<file path="src/rtl/jk_excitation_gen.sv">
// jk_excitation_gen: turns a stream of desired next-Q vectors into J/K, S/R,
// D and T excitations, tracks the expected Q, and checks the Q fed back from
// the downstream flip-flop bank one cycle after each excitation was applied.

// Per-bit excitation lookup for an accepted target (pure combinational).
module jk_exc_lane #(
    parameter int DC_POLICY = 0
) (
    input  logic cur,
    input  logic nxt,
    output logic j,
    output logic k,
    output logic s,
    output logic r,
    output logic d,
    output logic t
);
    // Map (cur -> nxt) to each flop type's excitation; S=R=1 cannot occur.
    always_comb begin
        d = nxt;
        t = cur ^ nxt;
        s = ~cur & nxt;
        r = cur & ~nxt;
        if (DC_POLICY != 0) begin
            // Toggle-biased: the don't-care side follows the toggle request.
            j = cur ^ nxt;
            k = cur ^ nxt;
        end else begin
            // Hold-biased: don't-cares resolve to 0, same as S/R.
            j = ~cur & nxt;
            k = cur & ~nxt;
        end
    end
endmodule

module jk_excitation_gen #(
    parameter int WIDTH     = 4,
    parameter int DC_POLICY = 0,
    parameter int CNT_W     = 8
) (
    input  logic             clk,
    input  logic             rst,
    input  logic [WIDTH-1:0] tgt,
    input  logic             tgt_valid,
    input  logic             clr,
    input  logic [WIDTH-1:0] q_fb,
    output logic [WIDTH-1:0] j,
    output logic [WIDTH-1:0] k,
    output logic [WIDTH-1:0] s,
    output logic [WIDTH-1:0] r,
    output logic [WIDTH-1:0] d,
    output logic [WIDTH-1:0] t,
    output logic             exc_valid,
    output logic [WIDTH-1:0] q_model,
    output logic             err,
    output logic [CNT_W-1:0] err_cnt
);
    localparam logic [CNT_W-1:0] CNT_MAX = {CNT_W{1'b1}};

    // EXC stage state
    logic [WIDTH-1:0] j_q, k_q, s_q, r_q, d_q, t_q, q_model_q;
    logic [WIDTH-1:0] j_d, k_d, s_d, r_d, d_d, t_d, q_model_d;
    logic             exc_valid_q, exc_valid_d;
    // CHK stage state
    logic             chk_pend_q, chk_pend_d;
    logic [WIDTH-1:0] chk_exp_q, chk_exp_d;
    logic             err_q, err_d;
    logic [CNT_W-1:0] err_cnt_q, err_cnt_d;

    // Per-lane excitations computed against the model, never against q_fb.
    logic [WIDTH-1:0] lj, lk, ls, lr, ld, lt;
    for (genvar i = 0; i < WIDTH; i++) begin : g_lane
        jk_exc_lane #(.DC_POLICY(DC_POLICY)) u_lane (
            .cur (q_model_q[i]),
            .nxt (tgt[i]),
            .j   (lj[i]),
            .k   (lk[i]),
            .s   (ls[i]),
            .r   (lr[i]),
            .d   (ld[i]),
            .t   (lt[i])
        );
    end

    logic mismatch;
    assign mismatch = chk_pend_q && (q_fb != chk_exp_q);

    // EXC stage: load excitations on a target, otherwise drive hold on every type.
    always_comb begin
        j_d         = '0;
        k_d         = '0;
        s_d         = '0;
        r_d         = '0;
        t_d         = '0;
        d_d         = q_model_q;
        q_model_d   = q_model_q;
        exc_valid_d = 1'b0;
        if (tgt_valid) begin
            j_d         = lj;
            k_d         = lk;
            s_d         = ls;
            r_d         = lr;
            d_d         = ld;
            t_d         = lt;
            q_model_d   = tgt;
            exc_valid_d = 1'b1;
        end
    end

    // CHK stage: compare one cycle after the excitations were on the bus.
    always_comb begin
        chk_pend_d = exc_valid_q;
        chk_exp_d  = q_model_q;
        err_d      = err_q;
        err_cnt_d  = err_cnt_q;
        if (clr) begin
            // Clear wins over a same-edge mismatch; that mismatch is dropped.
            err_d     = 1'b0;
            err_cnt_d = '0;
        end else if (mismatch) begin
            err_d = 1'b1;
            if (err_cnt_q != CNT_MAX) err_cnt_d = err_cnt_q + 1'b1;
        end
    end

    // State registers; reset discards any pending check.
    always_ff @(posedge clk or posedge rst) begin
        if (rst) begin
            j_q         <= '0;
            k_q         <= '0;
            s_q         <= '0;
            r_q         <= '0;
            d_q         <= '0;
            t_q         <= '0;
            q_model_q   <= '0;
            exc_valid_q <= 1'b0;
            chk_pend_q  <= 1'b0;
            chk_exp_q   <= '0;
            err_q       <= 1'b0;
            err_cnt_q   <= '0;
        end else begin
            j_q         <= j_d;
            k_q         <= k_d;
            s_q         <= s_d;
            r_q         <= r_d;
            d_q         <= d_d;
            t_q         <= t_d;
            q_model_q   <= q_model_d;
            exc_valid_q <= exc_valid_d;
            chk_pend_q  <= chk_pend_d;
            chk_exp_q   <= chk_exp_d;
            err_q       <= err_d;
            err_cnt_q   <= err_cnt_d;
        end
    end

    assign j         = j_q;
    assign k         = k_q;
    assign s         = s_q;
    assign r         = r_q;
    assign d         = d_q;
    assign t         = t_q;
    assign exc_valid = exc_valid_q;
    assign q_model   = q_model_q;
    assign err       = err_q;
    assign err_cnt   = err_cnt_q;
endmodule

</file>
<file path="config.mk">
export PLATFORM = sky130hd
export DESIGN_NAME = jk_excitation_gen
export DESIGN_NICKNAME = d
export VERILOG_FILES = /design/src/rtl/jk_excitation_gen.sv
export SDC_FILE = /design/constraint.sdc
export NUM_CORES = 1
export LEC_CHECK = 0
export ABC_AREA = 1
export CAP_MARGIN = 5
export CORE_MARGIN = 1.5
export CORE_UTILIZATION = 35
export CTS_CLUSTER_SIZE = 12
export DETAILED_ROUTE_END_ITERATION = 16
export GPL_ROUTABILITY_DRIVEN = 0
export GPL_TIMING_DRIVEN = 0
export PLACE_DENSITY = 0.68
export SLEW_MARGIN = 0
export SYNTH_ARGS = -nofsm -noshare
export SYNTH_HDL_FRONTEND = slang
export SYNTH_HIERARCHICAL = 1
export SYNTH_SLANG_ARGS = --single-unit
</file>
<file path="constraint.sdc">
create_clock -name clk -period 2.5 [get_ports clk]
set_input_delay 0.5 -clock clk [delete_from_list [all_inputs] [get_ports clk]]
set_output_delay 0.5 -clock clk [all_outputs]
set_load 0.02 [all_outputs]
</file>
==> impl_metrics.env <==
export IMPL_start_util_pct=35.9
export IMPL_area_delta_synth_final_pct=34.8
export IMPL_required_ps=2000
export IMPL_yosysWarnings=6
export IMPL_drt_antenna_violating_nets=0
export IMPL_numCtsBuffers=5
export IMPL_crit_path_top_delay_cell="clkdlybuf4s50_1"
export IMPL_antenna_found_initial=0
export IMPL_grtUsageTotal_pct=13.0
export IMPL_slowest_delay_ps=640
export IMPL_relSlewSlack_pct=69.0
export IMPL_dieArea_um2=6040
export IMPL_setup_slack_ps=616
export IMPL_die_x_um=77.7
export IMPL_drv_slew=0
export IMPL_fillCellCount=540
export IMPL_synth_seq_cells=43
export IMPL_fin_skew_ps=12.7
export IMPL_wl_per_cell_um=10.2
export IMPL_place_area_um2=2540
export IMPL_dp_hpwl_um=2630
export IMPL_tightest_slew_ps=465
export IMPL_hold_buffers=0
export IMPL_stdcell_area_um2=2630
export IMPL_hold_viol=0
export IMPL_yosysUniqueCellTypes=20
export IMPL_power_density_nw_per_um2=565
export IMPL_fin_util_pct=48.4
export IMPL_first_pass_iters=4
export IMPL_yosysTopAreaCell="dfrtp_1"
export IMPL_io_buffers=48
export IMPL_drcViolationCount=0
export IMPL_peakVddDrop_v=0.000224
export IMPL_nets=301
export IMPL_syn_nets=245
export IMPL_ios=50
export IMPL_path_buf_inv=1
export IMPL_min_period_over_period_pct=75.4
export IMPL_rsz0062_at_grt="no"
export IMPL_p_leak_nw=1.49
export IMPL_grt_pass1_wl_um=6080
export IMPL_drtIter0Drc=42
export IMPL_status="complete, no violations"
export IMPL_fmax_mhz=531
export IMPL_synth_top_area_share_pct=55.1
export IMPL_maxCapViolations=0
export IMPL_setup_viol=0
export IMPL_hold_path_class="register to register"
export IMPL_postCtsSetupBuffers=0
export IMPL_core_area_um2=5440
export IMPL_ys_seq_area_share_pct=55.1
export IMPL_ys_async_sr_fraction_pct=100
export IMPL_crit_chain="clkdlybuf4s50_1"
export IMPL_netlist_area_um2=1950
export IMPL_critPathLaunchType="register"
export IMPL_htreeDepth=2
export IMPL_ys_flop_type="dfrtp_1"
export IMPL_cp_data_arrival_time_ps=1380
export IMPL_synthCells=224
export IMPL_synth_area_leaders="dfrtp_1 (55%), nand2_1 (14%), inv_1 (8.8%)"
export IMPL_cts_tree="yes"
export IMPL_crit_type="register to output port"
export IMPL_vias=1444
export IMPL_antenna_cells=0
export IMPL_viasPerCell=4.09
export IMPL_cts_sinks=43
export IMPL_clkLatencyLatePin_ps=290
export IMPL_grt_overflow_total=0
export IMPL_routed_wl_um=3610
export IMPL_pre_cts_ws_ps=637
export IMPL_yosysMostFrequentCell="nand2_1"
export IMPL_die_height_um=77.7
export IMPL_num_rows=27
export IMPL_synth_edff_count=0
export IMPL_grt_max_degree=44
export IMPL_setup_tns_ps=0
export IMPL_fin_crit_ps=1880
export IMPL_cts_root_buf="clkbuf_8"
export IMPL_synth_top_cells_by_count="nand2_1 (74), inv_1 (46), dfrtp_1 (43), buf_4 (12)"
export IMPL_crit_path_end_kind="output port"
export IMPL_synth_avg_cell_area_um2=8.72
export IMPL_final_layout_size_suffix_gt1_share_pct=11.0
export IMPL_grt_pass1_vias=1373
export IMPL_cts_resized=0
export IMPL_clk_path_buf_depth=2
export IMPL_clk_pin_slew_ps=80
export IMPL_critPathMaxFanout=5
export IMPL_cp_top_family="buffers and inverters"
==> flip-flops by register name, indices dropped and copies added (netlist names) <==
name        flops
d               4
r               4
t               4
k               4
j               4
chk_pend_q      1
s               4
err_cnt         8
exc_valid       1
chk_exp_q       4
q_model         4
err             1
==> final cells by class <==
cell class                 instances  area (um2)  area share [%]
buffer                            16         108            4.09
sequential                        43        1080            40.9
clock inverter                     3        20.0           0.760
tap                               72        90.1            3.42
timing repair buffer              49         500            19.0
inverter                          47         176            6.70
multi-input combinational        118         593            22.5
clock buffer                       5        68.8            2.61
==> worst paths after layout <==
| check | depth (start not counted) | endpoint | from | slack [ps] |
|---|---|---|---|---|
| max in group asynchronous | 3 | chk_exp_q[0] | rst | 1740 |
| max reg2reg | 8 | err_cnt[1] | err_cnt[0] | 1040 |
| min reg2reg | 0 | chk_pend_q | exc_valid | 390 |
| max | 1 | err_cnt[7] | err_cnt[7] | 620 |
| min | 0 | chk_pend_q | exc_valid | 390 |
| min in group asynchronous | 3 | err_cnt[0] | rst | 540 |
==> cell usage in the layout (no fill, tap or decap) <==
cell type and n:
a21oi_1 2, buf_1 1, buf_12 1, buf_2 2, buf_4 12, clkbuf_1 1
clkbuf_8 5, clkdlybuf4s50_1 48, clkinv_1 1, clkinv_2 1, clkinvlp_4 2, dfrtp_1 43
ha_1 9, inv_1 45, inv_2 1, nand2_1 74, nand2_2 2, nand2_4 1
nand3_1 10, nand3_2 1, nand3_4 1, nor2_1 10, nor2_2 2, nor3_1 3
xnor2_1 1, xor2_1 2
==> cell families after synthesis <==
family                     count (synthesis)  synth area share [%]
adders and majority gates                  9                  5.77
AOI/OAI and AO/OA                          2                 0.513
DFF                                       43                  55.1
buffers and inverters                     63                  14.5
and+or+nand+nor                          104                  22.7
xor gates and xnor gates                   3                  1.35
==> layer usage <==
layer / track usage, % / part of all wire, % / up-vias
li1: - / - / 745
met1: 15.1 / 45 / 663
met2: 22.7 / 50 / 32
met3: 4.12 / 4.9 / 4
met4: 4.36 / 0.75 / 0
met5: 0 / 0 / -
==> report_power, final <==
part           total (mW)  switching, mW  internal, mW  leakage, nW
Clock               0.434          0.239         0.194       0.0402
Sequential          0.770         0.0300         0.740        0.558
Combinational       0.283          0.150         0.133        0.888
==> stage by stage <==
step	total power, mW	hold WS (ps)	cells
finish	1.49	389	353
floorplan	0.940	494	224
global route	1.57	398	353
global placement	1.06	372	344
CTS	1.51	403	353
detailed placement	1.07	381	345
Power figures use the tool's default switching activity.
